<file path="config.mk">
export PLATFORM = sky130hd
export DESIGN_NAME = delay_line_seq
export DESIGN_NICKNAME = d
export VERILOG_FILES = /design/src/rtl/delay_line_seq.sv
export SDC_FILE = /design/constraint.sdc
export NUM_CORES = 1
export LEC_CHECK = 0
export BUFFER_PORTS_ARGS = -buffer_cell sky130_fd_sc_hd__clkbuf_2
export CAP_MARGIN = 20
export CORE_MARGIN = 4
export CORE_UTILIZATION = 50
export CTS_CLUSTER_SIZE = 8
export DETAILED_ROUTE_END_ITERATION = 10
export HOLD_SLACK_MARGIN = 0.12
export MAX_ROUTING_LAYER = met4
export PLACE_DENSITY = 0.72
export RECOVER_POWER = 25
export SYNTH_ARGS = -nofsm -noshare
export SYNTH_HDL_FRONTEND = slang
export SYNTH_SLANG_ARGS = --single-unit
</file>
<file path="constraint.sdc">
create_clock -name clk -period 3.64 [get_ports clk]
set_input_delay 0.182 -clock clk [delete_from_list [all_inputs] [get_ports clk]]
set_output_delay 0.182 -clock clk [all_outputs]
set_load 0.03 [all_outputs]
</file>
<file path="src/rtl/delay_line_seq.sv">
// delay_line_seq: fill/stream sequencer for the DDS tapped delay line; `DLS_STALL_CNT_EN adds stall_cnt
module delay_line_seq #(
  parameter int DEPTH = 515,
  parameter int CNT_W = 10
) (
  input  logic             clk,
  input  logic             rst,
  input  logic             cfg_wr,
  input  logic [2:0]       cfg_len,
  input  logic             s_valid,
  output logic             s_ready,
  output logic             m_valid,
  input  logic             m_ready,
  output logic             sr_en,
  output logic             sr_clr,
  output logic [2:0]       tap_sel,
  output logic [CNT_W-1:0] fill_cnt,
  output logic             busy
`ifdef DLS_STALL_CNT_EN
  ,
  output logic [15:0]      stall_cnt
`endif
);
  typedef enum logic [1:0] {IDLE, CLEAR, FILL, RUN} state_t;
  state_t state_q, state_d;
  logic m_valid_q, m_valid_d;
  logic [2:0] tap_sel_q, tap_sel_d;
  logic [CNT_W-1:0] fill_cnt_q, fill_cnt_d, n_len;
  logic last;
`ifdef DLS_STALL_CNT_EN
  logic [15:0] stall_cnt_q, stall_cnt_d;
`endif
  // fill target for the registered length code; cfg_wr blocks the upstream handshake
  always_comb begin
    n_len   = tap_sel_q == 3'd7 ? CNT_W'(DEPTH) :
              tap_sel_q == 3'd0 ? CNT_W'(2) : CNT_W'(1) << ({1'b0, tap_sel_q} + 4'd2);
    last    = fill_cnt_q == n_len - CNT_W'(1);
    s_ready = !cfg_wr & ((state_q == FILL) | ((state_q == RUN) & (!m_valid_q | m_ready)));
    sr_en   = s_valid & s_ready;
    sr_clr  = state_q == CLEAR;
    busy    = (state_q == CLEAR) | (state_q == FILL);
  end
  // next state: cfg_wr restarts from any state, the sample completing the fill enters RUN
  always_comb begin
    state_d    = cfg_wr ? CLEAR :
                 state_q == CLEAR ? FILL :
                 (state_q == FILL) & sr_en & last ? RUN : state_q;
    fill_cnt_d = cfg_wr | (state_q == CLEAR) ? '0 :
                 sr_en & (fill_cnt_q < n_len) ? fill_cnt_q + CNT_W'(1) : fill_cnt_q;
    m_valid_d  = cfg_wr ? 1'b0 :
                 sr_en & ((state_q == RUN) | last) ? 1'b1 :
                 m_valid_q & m_ready ? 1'b0 : m_valid_q;
    tap_sel_d  = cfg_wr ? cfg_len : tap_sel_q;
`ifdef DLS_STALL_CNT_EN
    stall_cnt_d = cfg_wr ? 16'd0 :
                  (state_q == RUN) & s_valid & !s_ready & (stall_cnt_q != 16'hFFFF) ?
                  stall_cnt_q + 16'd1 : stall_cnt_q;
`endif
  end
  // all sequencer state, cleared asynchronously together with the delay line
  always_ff @(posedge clk or posedge rst) begin
    if (rst) begin
      state_q    <= IDLE;
      m_valid_q  <= 1'b0;
      tap_sel_q  <= 3'd0;
      fill_cnt_q <= '0;
`ifdef DLS_STALL_CNT_EN
      stall_cnt_q <= 16'd0;
`endif
    end else begin
      state_q    <= state_d;
      m_valid_q  <= m_valid_d;
      tap_sel_q  <= tap_sel_d;
      fill_cnt_q <= fill_cnt_d;
`ifdef DLS_STALL_CNT_EN
      stall_cnt_q <= stall_cnt_d;
`endif
    end
  end
  assign m_valid  = m_valid_q;
  assign tap_sel  = tap_sel_q;
  assign fill_cnt = fill_cnt_q;
`ifdef DLS_STALL_CNT_EN
  assign stall_cnt = stall_cnt_q;
`endif
endmodule

</file>
# After elaboration in Yosys (flattened, before gate mapping)
# Cells that the tools add are included.
[word_totals]
regBits = 16
input_bits = 8
out_inout_bits = 18
elab_cells = 43
[classes]
add_sub_neg = 3
n_lt_le_gt_ge = 1
eq_ne = 5
shifts = 1
mux = 10
n_bitwise = 13
n_reduce_logical = 6
[ops]
columns = ["operator", "count"]
rows = [
  ["$mux W10", 4],
  ["$add A10 B1 Y10 const B", 1],
  ["$eq A10 B10 Y1", 1],
  ["$lt A10 B10 Y1", 1],
  ["$shl A1 B4 Y10 const A", 1],
  ["$sub A10 B1 Y10 const B", 1],
  ["$and A1 B1 Y1", 8],
  ["$mux W2", 3],
  ["$reduce_bool A3 Y1", 2],
  ["$or A1 B1 Y1", 5],
  ["$add A3 B2 Y4 const B", 1],
  ["$eq A2 B2 Y1 const B", 2],
  ["$eq A3 B3 Y1 const B", 1],
  ["$logic_not A3 Y1", 1],
  ["$mux W1", 3],
  ["$eq A2 B1 Y1 const B", 1],
  ["$logic_not A1 Y1", 2],
  ["$reduce_bool A2 Y1", 1],
]

# Longest topological paths before layout
# Gate-level depths: netlist (run 1).
[logic_depth]
word_depth = 11
mapped_depth = 14
mapped_depth_nobuf = 13

# Worst setup path after synthesis (run 1)
# OpenSTA, ideal clock, no wires.
[synth_path]
path_type = "reg2reg"
startpoint = "register tap_sel_q[2], in the netlist tap_sel[2]"
endpoint = "register fill_cnt_q[5], in the netlist fill_cnt[5]"
setup_ns = 0.078
arrival_time_ns = 3.271
required_time_ns = 3.562
path_slack_ns = 0.291
path_stages_with_launch = 14
path_buffers = 2
period_less_slack_ns = 3.349
cell_sequence = "dfrtp_1 > inv_1 > ha_1 > buf_2 > nor2_1 > nand3_1 > ha_1 > a21o_1 > a21oi_1 > nor2b_1 > or3_1 > clkbuf_1 > or4_1 > a21oi_1"
[synth_via]
elab_chain_cells = 7
elab_cells_between_ends = 9
classes_between = "1 x add/sub; 1 x order compare; 1 x eq/ne; 1 x shift; 2 x mux; 1 x bitwise; 2 x reduce/logical"
[synth_lines]
columns = ["item", "line_no", "source"]
rows = [
  ["start: declaration", "27", "logic [2:0] tap_sel_q, tap_sel_d;"],
  ["start signal: assignment", "73", "tap_sel_q <= tap_sel_d;"],
  ["$add A3 B2 Y4", "36", "tap_sel_q == 3'd0 ? CNT_W'(2) : CNT_W'(1) << ({1'b0, tap_sel_q} + 4'd2);"],
  ["$shl A1 B4 Y10", "36", ""],
  ["$mux W10", "36", ""],
  ["$mux W10 *", "35", "n_len = tap_sel_q == 3'd7 ? CNT_W'(DEPTH) :"],
  ["$lt A10 B10 Y1 *", "49", "sr_en & (fill_cnt_q < n_len) ? fill_cnt_q + CNT_W'(1) : fill_cnt_q;"],
  ["$and A1 B1 Y1 *", "49", ""],
  ["$reduce_bool A2 Y1 (no line) *", "--", ""],
  ["end signal: assignment", "74", "fill_cnt_q <= fill_cnt_d;"],
  ["end: declaration", "28", "logic [CNT_W-1:0] fill_cnt_q, fill_cnt_d, n_len;"],
]
# Every way passes the cells marked *; elsewhere a longest branch is shown, timed or not.
# A chain may end at the register's enable or synchronous reset.

# Worst setup path in the final report (run 1)
[layout_path]
startpoint = "register tap_sel_q[1], in the netlist tap_sel[1]"
endpoint = "register fill_cnt_q[6], in the netlist fill_cnt[6]"
# The elaborated chain is that of the path after synthesis.

==> results of run 1 <==
==> per-stage QoR <==
| step | hold WS, ns | power [mW] |
|---|---|---|
| 2_1_floorplan | 0.09574 | 0.3897 |
| 4_1_cts | 0.1252 | 0.5715 |
| 6_report | 0.1427 | 0.5669 |
| 3_3_place_gp | 0.2588 | 0.4366 |
| 5_1_grt | 0.1255 | 0.6070 |
| 3_5_place_dp | 0.2777 | 0.4460 |
==> registers in the layout (all words and copies together), names as in the netlist <==
name      cells
fill_cnt     10
tap_sel       3
state_q       2
m_valid       1
==> final cells by class <==
class | instances | area [sq um] | area share
clock buffer | 4 | 36.28 | 0.01945
inverter | 14 | 52.55 | 0.02817
multi-input combinational | 153 | 1147 | 0.6150
sequential | 16 | 400.4 | 0.2146
tap | 44 | 55.05 | 0.02951
timing repair buffer | 31 | 173.9 | 0.09323
==> power by group <==
part	total, mW	switching (mW)	internal (mW)
clock	0.121	0.0606	0.0609
sequential	0.195	0.0109	0.184
combinational	0.250	0.158	0.0918
==> cell families after synthesis <==
kind of cell / share of synthesized area
AOI/OAI and AO/OA: 0.2024
xor gates and xnor gates: 0.05860
adders and majority gates: 0.1446
buffers and inverters: 0.05859
DFF: 0.2435
muxes: 0.02587
and+or+nand+nor: 0.2664
==> worst max path at each step <==
stage	startpoint	to	slack, ns	cells past startpoint
4_1_cts	tap_sel[1]$_DFFE_PP0P_	fill_cnt[6]$_DFFE_PP0P_	0.24	10
2_1_floorplan	tap_sel[2]$_DFFE_PP0P_	fill_cnt[5]$_DFFE_PP0P_	0.29	13
3_3_place_gp	tap_sel[1]$_DFFE_PP0P_	fill_cnt[6]$_DFFE_PP0P_	0.35	10
6_report	tap_sel[1]$_DFFE_PP0P_	fill_cnt[6]$_DFFE_PP0P_	0.21	10
3_5_place_dp	tap_sel[1]$_DFFE_PP0P_	fill_cnt[6]$_DFFE_PP0P_	0.28	10
5_1_grt	tap_sel[1]$_DFFE_PP0P_	fill_cnt[6]$_DFFE_PP0P_	0.03	10
==> critical path, cell delays in order, from the launching register on <==
cell,delay (ns)
dfrtp_1,0.47
ha_1,0.51
nor4b_4,0.32
inv_1,0.08
ha_1,0.29
a21o_1,0.16
a21oi_1,0.17
nor2b_1,0.08
or3_1,0.57
or4_1,0.54
a21oi_1,0.16
==> cell usage in the layout, fill, tap and decap left out, types with 3 or more instances in the layout <==
cell type      instances
and3_1                 4
nor2b_1                3
nand3_1               14
a21oi_1               17
inv_1                 14
dlygate4sd3_1          3
nand2_1                9
nor3_1                 6
o31ai_1                7
xor2_1                 3
clkbuf_2              25
clkbuf_4               3
o21a_1                 4
xnor2_1                8
or4_1                  7
dfrtp_1               16
ha_1                  19
or3_1                  4
o21ai_0                7
nor2_1                 7
==> metal layers <==
metal | GRT usage | wire length (microns)
met5 | - | 0
met4 | 0.06477 | 43
met3 | 0.01880 | 132
met2 | 0.3603 | 2046
met1 | 0.2582 | 1796
==> repair_timing <==
action                                 4_1_cts  5_1_grt
endpoints found under the hold margin       18        0
hold buffers                                 3        0
buffers inserted                             0        0
==> impl_metrics.env, run 1 <==
export IMPL_status="completed"
export IMPL_async_reset_ff_frac=1.000
export IMPL_leakagePower_nw=0.8413
export IMPL_overflow=0
export IMPL_cp_arrival_ns=3.65
export IMPL_worstSetupStartpointType="flop"
export IMPL_r2r_setup_slack_ns=0.21
export IMPL_vias=1539
export IMPL_worst_slack_ns=0.2065
export IMPL_num_fill_cells=295
export IMPL_drt_iter0_markers=122
export IMPL_port_buffers=25
export IMPL_finalSetupViolCount=0
export IMPL_finish_utilization=0.6012
export IMPL_core_area_sq_um=3103
export IMPL_syn_num_nets=220
export IMPL_cap_violations=0
export IMPL_fin_nets=246
export IMPL_synthCells=193
export IMPL_synth_area_per_cell_sq_um=8.519
export IMPL_cts_made_buffers=3
export IMPL_ys_ff_latch=16
export IMPL_ys_flop_type="dfrtp_1"
export IMPL_min_path_type="primary input to flop"
export IMPL_design_area_sq_um=1866
export IMPL_cts_tree="built"
export IMPL_cellPowerDensity_nw_per_um2=303.9
export IMPL_place_detailed_hpwl_microns=3099
export IMPL_yosysWarnings=0
export IMPL_post_route_period_util=0.9433
export IMPL_dpl_cell_area_sq_um=1803
export IMPL_ir_drop_uv=182.9
export IMPL_area_delta_synth_final_pct=13.47
export IMPL_yosysMostFrequentCell="ha_1"
export IMPL_die_y_microns=65.34
export IMPL_period_needed_ns=3.434
export IMPL_cts_path_max_buffers=2
export IMPL_yosysTopAreaCell="dfrtp_1"
export IMPL_finClkSkew_ns=0.003431
export IMPL_yosys_top_cells_area="dfrtp_1 24%, ha_1 14%, a21oi_1 5.2%"
export IMPL_max_slew_margin=0.5627
export IMPL_critPathRequiredTime_ns=3.86
export IMPL_grt_max_degree=18
export IMPL_whs_endpoint="tap_sel[0]$_DFFE_PP0P_"
export IMPL_maxSlewViolCount=0
export IMPL_std_cell_rows=20
export IMPL_root_buffer="clkbuf_4"
export IMPL_die_area_sq_um=4269
export IMPL_regToRegStartpoint="tap_sel[1]$_DFFE_PP0P_"
export IMPL_ant_nets=0
export IMPL_dpl_worst_slack_ns=0.2773
export IMPL_ys_top_cells_by_count="19 x ha_1, 17 x a21oi_1, 16 x dfrtp_1"
export IMPL_ctsResizeCount=0
export IMPL_worstMarginPinSlew_ns=0.6553
export IMPL_dpl_cell_count=255
export IMPL_antenna_found_initial=0
export IMPL_r2r_cells=10
export IMPL_critPathCaptureType="flop"
export IMPL_io_pins=26
export IMPL_tns_ns=0
export IMPL_layout_drive_gt1_share=0.2018
export IMPL_clk_pin_slew_ns=0.10
export IMPL_r2r_end="fill_cnt[6]$_DFFE_PP0P_"
export IMPL_ys_seq_area_frac=0.2435
export IMPL_grt_pass1_vias=1550
export IMPL_crit_type="flop to flop"
export IMPL_yosysTopAreaCellShare=0.2435
export IMPL_fin_cells=262
export IMPL_wl_microns=4018
export IMPL_clock_latency_ns=0.29
export IMPL_min_from="cfg_len[0]"
export IMPL_finalHoldViolCount=0
export IMPL_hold_depth=2
export IMPL_die_w_microns=65.34
export IMPL_max_freq_mhz=291.2
export IMPL_via_per_inst=5.874
export IMPL_syn_area_sq_um=1644
export IMPL_critPathMaxFanout=17
export IMPL_dr_pass1_iters=4
export IMPL_synth_edff_count=0
export IMPL_clock_sinks=16
export IMPL_place_gp_congestion=0.9326
export IMPL_drc_errors=0
export IMPL_grt_pass1_wl_microns=6872
export IMPL_start_util=0.5298
export IMPL_wire_per_inst_microns=15.34
export IMPL_grtUsageTotal=0.2087
export IMPL_rsz0062_at_grt="no"
export IMPL_diodes=0
export IMPL_post_synth_num_cell_types=46
export IMPL_cts_htree_levels=1
(Power assumes the default switching activity.)
==> run 2: changes to the inputs <==
Settings changed: BUFFER_PORTS_ARGS -buffer_cell sky130_fd_sc_hd__clkbuf_2 to -buffer_cell sky130_fd_sc_hd__buf_2.
==> run 2 against run 1 <==
Global-route usage decreased by 0.088 points. Worst setup slack better by 0.061 ns. Highest routed layer unchanged. Critical endpoint is now fill_cnt[7]$_DFFE_PP0P_. Design area rose by 0.67%. Clock skew rose by 0.00090 ns. First-iteration DRC count decreased by 40%. Clock power is essentially flat. Final cell count is 0.38% higher.
==> impl_metrics.env, run 2 (synthesis results as in run 1) <==
export IMPL_ir_drop_uv=200.1
export IMPL_finalSetupViolCount=0
export IMPL_cp_arrival_ns=3.59
export IMPL_num_fill_cells=286
export IMPL_diodes=0
export IMPL_cellPowerDensity_nw_per_um2=303.4
export IMPL_io_pins=26
export IMPL_die_area_sq_um=4269
export IMPL_crit_type="flop to flop"
export IMPL_core_area_sq_um=3103
export IMPL_port_buffers=25
export IMPL_wl_microns=3971
export IMPL_status="completed"
export IMPL_clock_sinks=16
export IMPL_overflow=0
export IMPL_power_mw=0.5697
export IMPL_fin_nets=247
export IMPL_path_cells="ha_1 -> nand2b_1 -> a21oi_1 -> a21oi_1 -> ha_1 -> nor2b_1 -> o21a_1 -> o21a_1 -> o21a_1 -> or4_1 -> a21oi_1"
export IMPL_die_y_microns=65.34
export IMPL_largest_reg_flops=10
export IMPL_dr_pass1_iters=4
export IMPL_slowest_delay_ns=0.58
export IMPL_area_delta_synth_final_pct=14.23
export IMPL_mostFrequentLayoutCells="24 x buf_2, 19 x ha_1, 17 x a21oi_1"
export IMPL_worstSetupStartpointType="flop"
export IMPL_via_per_inst=5.882
export IMPL_fin_hold_ws_ns=0.2070
export IMPL_max_slew_margin=0.5786
export IMPL_critPathCaptureType="flop"
export IMPL_post_route_period_util=0.9266
export IMPL_cts_htree_levels=1
export IMPL_ant_nets=0
export IMPL_crit_start="tap_sel[1]$_DFFE_PP0P_"
export IMPL_tns_ns=0
export IMPL_maxSlewViolCount=0
export IMPL_grt_pass1_wl_microns=6824
export IMPL_regToRegStartpoint="tap_sel[1]$_DFFE_PP0P_"
export IMPL_std_cell_rows=20
export IMPL_leakagePower_nw=0.8541
export IMPL_layout_drive_gt1_share=0.2009
export IMPL_max_freq_mhz=296.5
export IMPL_wire_per_inst_microns=15.10
export IMPL_min_path_type="primary input to flop"
export IMPL_post_cts_setup_buffers=0
export IMPL_critPathMaxFanout=17
export IMPL_finalHoldViolCount=0
export IMPL_cts_made_buffers=3
export IMPL_cts_tree="built"
export IMPL_min_from="s_valid"
export IMPL_grt_pass1_vias=1502
export IMPL_dpl_cell_area_sq_um=1803
export IMPL_grtUsageTotal=0.2078
export IMPL_cap_violations=0
export IMPL_cp_slowest_cell="ha_1"
export IMPL_drt_iter0_markers=73
export IMPL_vias=1547
export IMPL_place_gp_congestion=0.9348
export IMPL_worstMarginPinSlew_ns=0.6313
export IMPL_antenna_found_initial=0
export IMPL_grt_max_degree=18
export IMPL_period_needed_ns=3.373
export IMPL_cts_path_max_buffers=2
export IMPL_design_area_sq_um=1878
export IMPL_drc_errors=0
export IMPL_clk_pin_slew_ns=0.10
export IMPL_die_w_microns=65.34
export IMPL_critPathRequiredTime_ns=3.86
export IMPL_rsz0062_at_grt="no"
export IMPL_root_buffer="clkbuf_4"
export IMPL_final_common_cell="buf_2"
export IMPL_start_util=0.5298
export IMPL_finClkSkew_ns=0.004335
export IMPL_place_detailed_hpwl_microns=3073
export IMPL_clock_latency_ns=0.29
==> run 2: cell types whose count changed in the layout (fill, tap and decap cells not counted), sizes merged <==
cell / change
dlygate4sd3: +1
buf: +25
clkbuf: -25
==> run 2: path summary, 6_finish.rpt <==
path                       cells past startpoint                      end  slack [ns]
max                                           11  fill_cnt[7]$_DFFE_PP0P_        0.27
max reg2reg                                   11  fill_cnt[7]$_DFFE_PP0P_        0.27
min                                            3      m_valid$_DFFE_PP0P_        0.21
min reg2reg                                    2   state_q[0]$_DFFE_PP0P_        0.59
min in group asynchronous                      3  fill_cnt[1]$_DFFE_PP0P_        0.51
max in group asynchronous                      3  fill_cnt[7]$_DFFE_PP0P_        2.72
==> run 2: layer usage <==
metal / vias to the layer above / global-route usage / share of wire
li1: 761 / - / -
met1: 735 / 0.2505 / 0.42
met2: 43 / 0.3527 / 0.51
met3: 8 / 0.02906 / 0.043
met4: 0 / 0.07772 / 0.021
met5: - / - / 0
==> run 2: where the power goes <==
group | switching [mW] | internal [mW] | total, mW
sequential | 0.0106 | 0.184 | 0.195
combinational | 0.160 | 0.0938 | 0.254
clock | 0.0600 | 0.0610 | 0.121
total | 0.231 | 0.339 | 0.570
==> run 2: metrics by stage <==
| stage | utilization | std cells | worst slack [ns] |
|---|---|---|---|
| floorplan | - | 193 | 0.2910 |
| global placement | 0.5810 | 255 | 0.3530 |
| detailed placement | 0.5810 | 255 | 0.3177 |
| CTS | 0.6056 | 263 | 0.2905 |
| global route | 0.6052 | 263 | 0.01293 |
| finish | 0.6052 | 263 | 0.2671 |
==> run 2: layout make-up <==
class,instances,area [sq um],area share
timing repair buffer,32,186.4,0.09927
sequential,16,400.4,0.2132
inverter,14,52.55,0.02798
tap,44,55.05,0.02931
clock buffer,4,36.28,0.01932
multi-input combinational,153,1147,0.6109
==> run 2: worst max-delay path, delay by kind of cell (launching register included) <==
| kind | cells | cell delay [ns] |
|---|---|---|
| AO/OA/AOI/OAI | 6 | 1.08 |
| AND/OR/NAND/NOR | 3 | 0.87 |
| adder cells (fa/ha/maj) | 2 | 0.86 |
| flip-flops | 1 | 0.47 |
==> run 2: repair_timing <==
item	in CTS	in global routing
endpoints found under the hold margin	19	0
hold buffers	4	0
resized for setup	0	0
